**src/rtl/single_port_ram.sv**
```systemverilog
// -----------------------------------------------------------------------------
// single_port_ram
//   Synchronous single-port RAM with one shared read/write address and a
//   registered read port. Depth is 2**addr_w words of data_w bits.
//
//   Write edge: the addressed word takes data_in, and data_out shows data_in
//   on the same edge (write-through). Read edge: data_out takes the contents
//   the word held before the edge (1-cycle latency). Reset clears data_out and
//   every word, and overrides any write on the same edge.
//
// Ports
//   clk       in   1       clock, all actions on rising edge
//   rst       in   1       synchronous active-high reset
//   we        in   1       write enable
//   addr      in   addr_w  word address (read and write)
//   data_in   in   data_w  write data
//   data_out  out  data_w  registered read data
// -----------------------------------------------------------------------------
module single_port_ram #(
  parameter int data_w = 4,
  parameter int addr_w = 4
) (
  input  logic              clk,
  input  logic              rst,
  input  logic              we,
  input  logic [addr_w-1:0] addr,
  input  logic [data_w-1:0] data_in,
  output logic [data_w-1:0] data_out
);

  localparam int Depth = 2 ** addr_w;

  logic [data_w-1:0] mem_q [Depth];
  logic [data_w-1:0] data_out_q;
  logic [data_w-1:0] data_out_d;

  // Write-through: a write returns the new data; a read returns the
  // pre-edge contents of the addressed word.
  always_comb begin
    data_out_d = mem_q[addr];
    if (we) begin
      data_out_d = data_in;
    end
  end

  // Storage is cleared by reset so that contents are defined after rst,
  // which is why every word sits behind the reset branch.
  always_ff @(posedge clk) begin
    if (rst) begin
      for (int i = 0; i < Depth; i++) begin
        mem_q[i] <= '0;
      end
    end else if (we) begin
      mem_q[addr] <= data_in;
    end
  end

  always_ff @(posedge clk) begin
    if (rst) begin
      data_out_q <= '0;
    end else begin
      data_out_q <= data_out_d;
    end
  end

  assign data_out = data_out_q;

endmodule

```
**config.mk**
```make
export PLATFORM = sky130hd
export DESIGN_NAME = single_port_ram
export DESIGN_NICKNAME = d
export VERILOG_FILES = /design/src/rtl/single_port_ram.sv
export SDC_FILE = /design/constraint.sdc
export NUM_CORES = 1
export LEC_CHECK = 0
export BUFFER_PORTS_ARGS = -buffer_cell sky130_fd_sc_hd__buf_4
export CAP_MARGIN = 30
export CORE_MARGIN = 1.5
export CORE_UTILIZATION = 50
export CTS_CLUSTER_SIZE = 16
export DETAILED_ROUTE_END_ITERATION = 6
export GPL_TIMING_DRIVEN = 0
export HOLD_SLACK_MARGIN = 0.06
export PLACE_DENSITY = 0.68
export SLEW_MARGIN = 20
export SYNTH_ARGS = -nofsm -noshare
export SYNTH_HDL_FRONTEND = slang
export SYNTH_SLANG_ARGS = --single-unit
```
**constraint.sdc**
```tcl
create_clock -name clk -period 1.5 [get_ports clk]
set_input_delay 0.075 -clock clk [delete_from_list [all_inputs] [get_ports clk]]
set_output_delay 0.075 -clock clk [all_outputs]
set_load 0.02 [all_outputs]
```
==> flow_summary_export.csv <==
group,metric,value,unit
detailed_routing,violation_count_after_the_first_detailed_routing_iteration,295,
global_routing,grt_pass1_vias,2103,
worst_hold_path,worst_hold_startpoint,"rst",
global_routing,pin_count_of_the_biggest_net_entering_global_routing,11,
clock_tree,cts_htree_levels,3,
clock_tree,num_cts_buffers,9,
run_status,status,"finished, violations left",
clock_tree,max_clock_buf_depth,2,
pwr,cellInternalPower,0.00303,W
place,post-place-cells,338,
clock_tree,cts_root_buf,"clkbuf_8",
pwr,p_per_area,1090,nW/um^2
place,place.gp.congestion,0.884,
cells_and_area,flow.area_growth_from_synthesis,13.7,%
clock_tree,cts_setup_buffers,0,
cells_and_area,final_cells,356,
sta,fmax,0.660,GHz
global_routing,grt_most_used_layer,"met2",
clock_tree,clkTransAtPathRegs,70,ps
global_routing,grtUsageMet3,0.0586,
die,die-width,83.4,um
pwr,vdd.ir_drop.worst,0.000528,V
clock_tree,tritoncts,"done",
place,pre_cts_slack,-405,ps
sta,timing.final.ws_setup,-15.5,ps
yosys,synth.yosys.seq_area_share,0.619,
detailed_routing,routed_wirelength,7560,um
cells_and_area,final_nets,285,
sta,final.period_utilization,1.01,
detailed_routing,route.vias.total,2225,
yosys,yosys_warnings,0,
critical_path,cp_slowest_stage_delay,510,ps
pwr,power.share.sequential,0.554,
critical_path,cpMaxStageDelayCell,"mux4_1",
sta,report.final.slew_viol_count,0,
global_routing,grt-ovfl-total,0,
pwr,power_frac_clock,0.335,
pwr,comb_power_share,0.110,
critical_path,endpoint_kind,"flop",
cells_and_area,layout-drive-gt1-share,0.172,
yosys,synth_largest_type_area_fraction,0.594,
sta,final.setup_skew,4.54,ps
critical_path,criticalPathCategory,"flop to flop",
detailed_routing,via_cell_ratio,6.25,
detailed_routing,drt-wirelength-per-cell,21.2,um
cells_and_area,fill_cell_total_of_the_finished_layout,541,
sta,worstMarginPinSlew,706,ps
critical_path,critical_path.startpoint,"mem_q[2][2]$_SDFFCE_PN0P_",
critical_path,worst-endpoint-arrival,1720,ps
die,floorplan.initialDensity,0.512,
cells_and_area,antenna_cells_inserted,0,
sta,setup_viol,1,
sta,timing_hold_violations_final,0,
die,number_of_core_rows,29,
place,detailedPlacementHpwl,5220,um
cells_and_area,final_area,3680,um^2
pwr,static_leakage,1.16,nW
sta,worst_slew_margin_rel,0.529,
flow_run,max-cap-violations,0,
sta,finalCriticalPeriod,1520,ps
die,die_h,83.4,um
global_routing,global_route_wire_length_before_repair,11800,um
detailed_routing,drt_first_pass_iters,5,
global_routing,grtUsageTotal,0.231,
place,postPlaceCellArea,3430,um^2
critical_path,worstPathMaxFanout,1,
die,core-area,6310,um^2
global_routing,gr-usage-met2,0.365,
detailed_routing,antenna_left,0,
yosys,synth.cell_area,3240,um^2
clock_tree,worst_skew_pair.late_latency,340,ps
pwr,power_switching_share,0.242,
yosys,avgSynthCellArea,13.0,um^2
worst_hold_path,kind_of_path_behind_the_tightest_hold_check,"input port to flop",
critical_path,rr_startpoint,"mem_q[2][2]$_SDFFCE_PN0P_",
clock_tree,cts_num_sinks,68,
yosys,synth.largest_area_cell,"edfxtp_1",
yosys,synthesis.instances,249,
run_status,failed_checks,"setup timing",
critical_path,critical-path-top-delay-family,"multiplexers",
pwr,p_sw,0.000969,W
detailed_routing,drc,0,
global_routing,number_of_antenna_violations_at_the_first_check_in_global_routing,0,
die,io-pin-count,15,
die,dieArea,6960,um^2
critical_path,cp.required,1710,ps
critical_path,worstPathCellList,"mux4_1 -> nor2b_1 -> a211oi_2 -> a2111oi_1",
yosys,post_synth_main_area_contributors,"edfxtp_1, nor3_1, mux2i_1",
place,placement.io_buffers,12,
yosys,post_synth_num_cell_types,28,
global_routing,global_route_track_usage_on_met1,0.320,
yosys,synthesized_netlist_net_count,260,
critical_path,timing.critical_path.from_type,"flop",
yosys,synth_seq_cells,68,
critical_path,count_of_buffering_cells_on_the_critical_path_with_inverters_included,0,
-- metal layers --
metal	share of wire	vias to the layer above
met2	0.49	105
met4	0.015	0
met1	0.43	1083
met3	0.061	10
li1	-	1027
met5	0	-
-- cell families (layout without fill, tap and decap cells) --
family	count (synthesis)	count (layout)	synth area share
AOI/OAI and AO/OA	28	28	0.0595
buffers and inverters	35	65	0.0565
DFF	68	68	0.619
muxes	24	24	0.110
and+or+nand+nor	94	94	0.155
-- sequential cells by signal (all words and copies together) (netlist names) --
name and cells:
mem_q 64, data_out 4
-- worst reg2reg max path, delay by kind of cell, from the launching register on --
| family | cells | cell delay, ps |
|---|---|---|
| AO/OA/AOI/OAI | 2 | 310 |
| flip-flops | 1 | 400 |
| multiplexers | 1 | 510 |
| AND/OR/NAND/NOR | 1 | 160 |
-- stage by stage --
stage	hold slack [ps]	utilization	total power [W]	setup TNS [ps]
after CTS	167	0.574	0.00397	0
after global routing	182	0.582	0.00414	-21.4
after global placement	337	0.544	0.00266	-12530
after detailed placement	324	0.544	0.00267	-15070
final	178	0.582	0.00400	-15.5
after floorplan	152	-	0.00252	0
-- cells in the final DEF, fill, tap and decap left out, drive strengths merged, types with 5 or more instances in the layout --
master / netlist / layout
nor2b: 5 / 5
nor3: 52 / 52
nand2b: 6 / 6
mux4: 8 / 8
nor4: 20 / 20
edfxtp: 64 / 64
clkbuf: 23 / 37
o21ai: 9 / 9
mux2i: 16 / 16
nor2: 5 / 5
clkinv: 4 / 6
buf: 7 / 19
-- path summary, 6_finish.rpt --
path	to	slack, ps	depth (start not counted)
hold reg to reg	data_out[3]$_SDFF_PP0_	920	4
hold / removal	mem_q[6][2]$_SDFFCE_PN0P_	180	2
setup / recovery	data_out[2]$_SDFF_PP0_	-20	4
setup reg to reg	data_out[2]$_SDFF_PP0_	-20	4
-- Yosys cell counts (all sizes together) --
cell type,number
nand2,3
mux2i,16
o31ai,4
o21ai,9
o21bai,3
dfxtp,4
a211oi,4
mux4,8
nor4,20
nand3,1
inv,1
o22ai,4
clkinv,4
nand3b,1
a2111oi,4
nor2b,5
nor2,5
or2,1
clkbuf,23
buf,7
nand2b,6
edfxtp,64
nor3,52
-- final cells by class --
class	count	area [um^2]	share of cell area
sequential	68	2000	0.544
multi-input combinational	146	1110	0.303
buffer	30	164	0.0446
clock buffer	14	163	0.0442
timing repair buffer	14	110	0.0299
tap	77	96.3	0.0262
inverter	5	18.8	0.00510
clock inverter	2	8.76	0.00238
-- power groups by stage --
stage          Clock, W  Combinational (W)  Sequential [W]
6_report        0.00134           0.000442         0.00222
5_1_grt         0.00144           0.000471         0.00222
4_1_cts         0.00134           0.000417         0.00222
3_5_place_dp          0           0.000411         0.00226
3_3_place_gp          0           0.000404         0.00225
2_1_floorplan         0           0.000270         0.00225
-- what timing repair did --
item                                    CTS  global route
gates cloned                              0             0
resized for setup                         2            15
endpoints found under the setup margin    9            43
hold endpoints to repair                  4             0
pin swaps                                 1             1
hold buffers                              2             0
(Power assumes the default switching activity.)
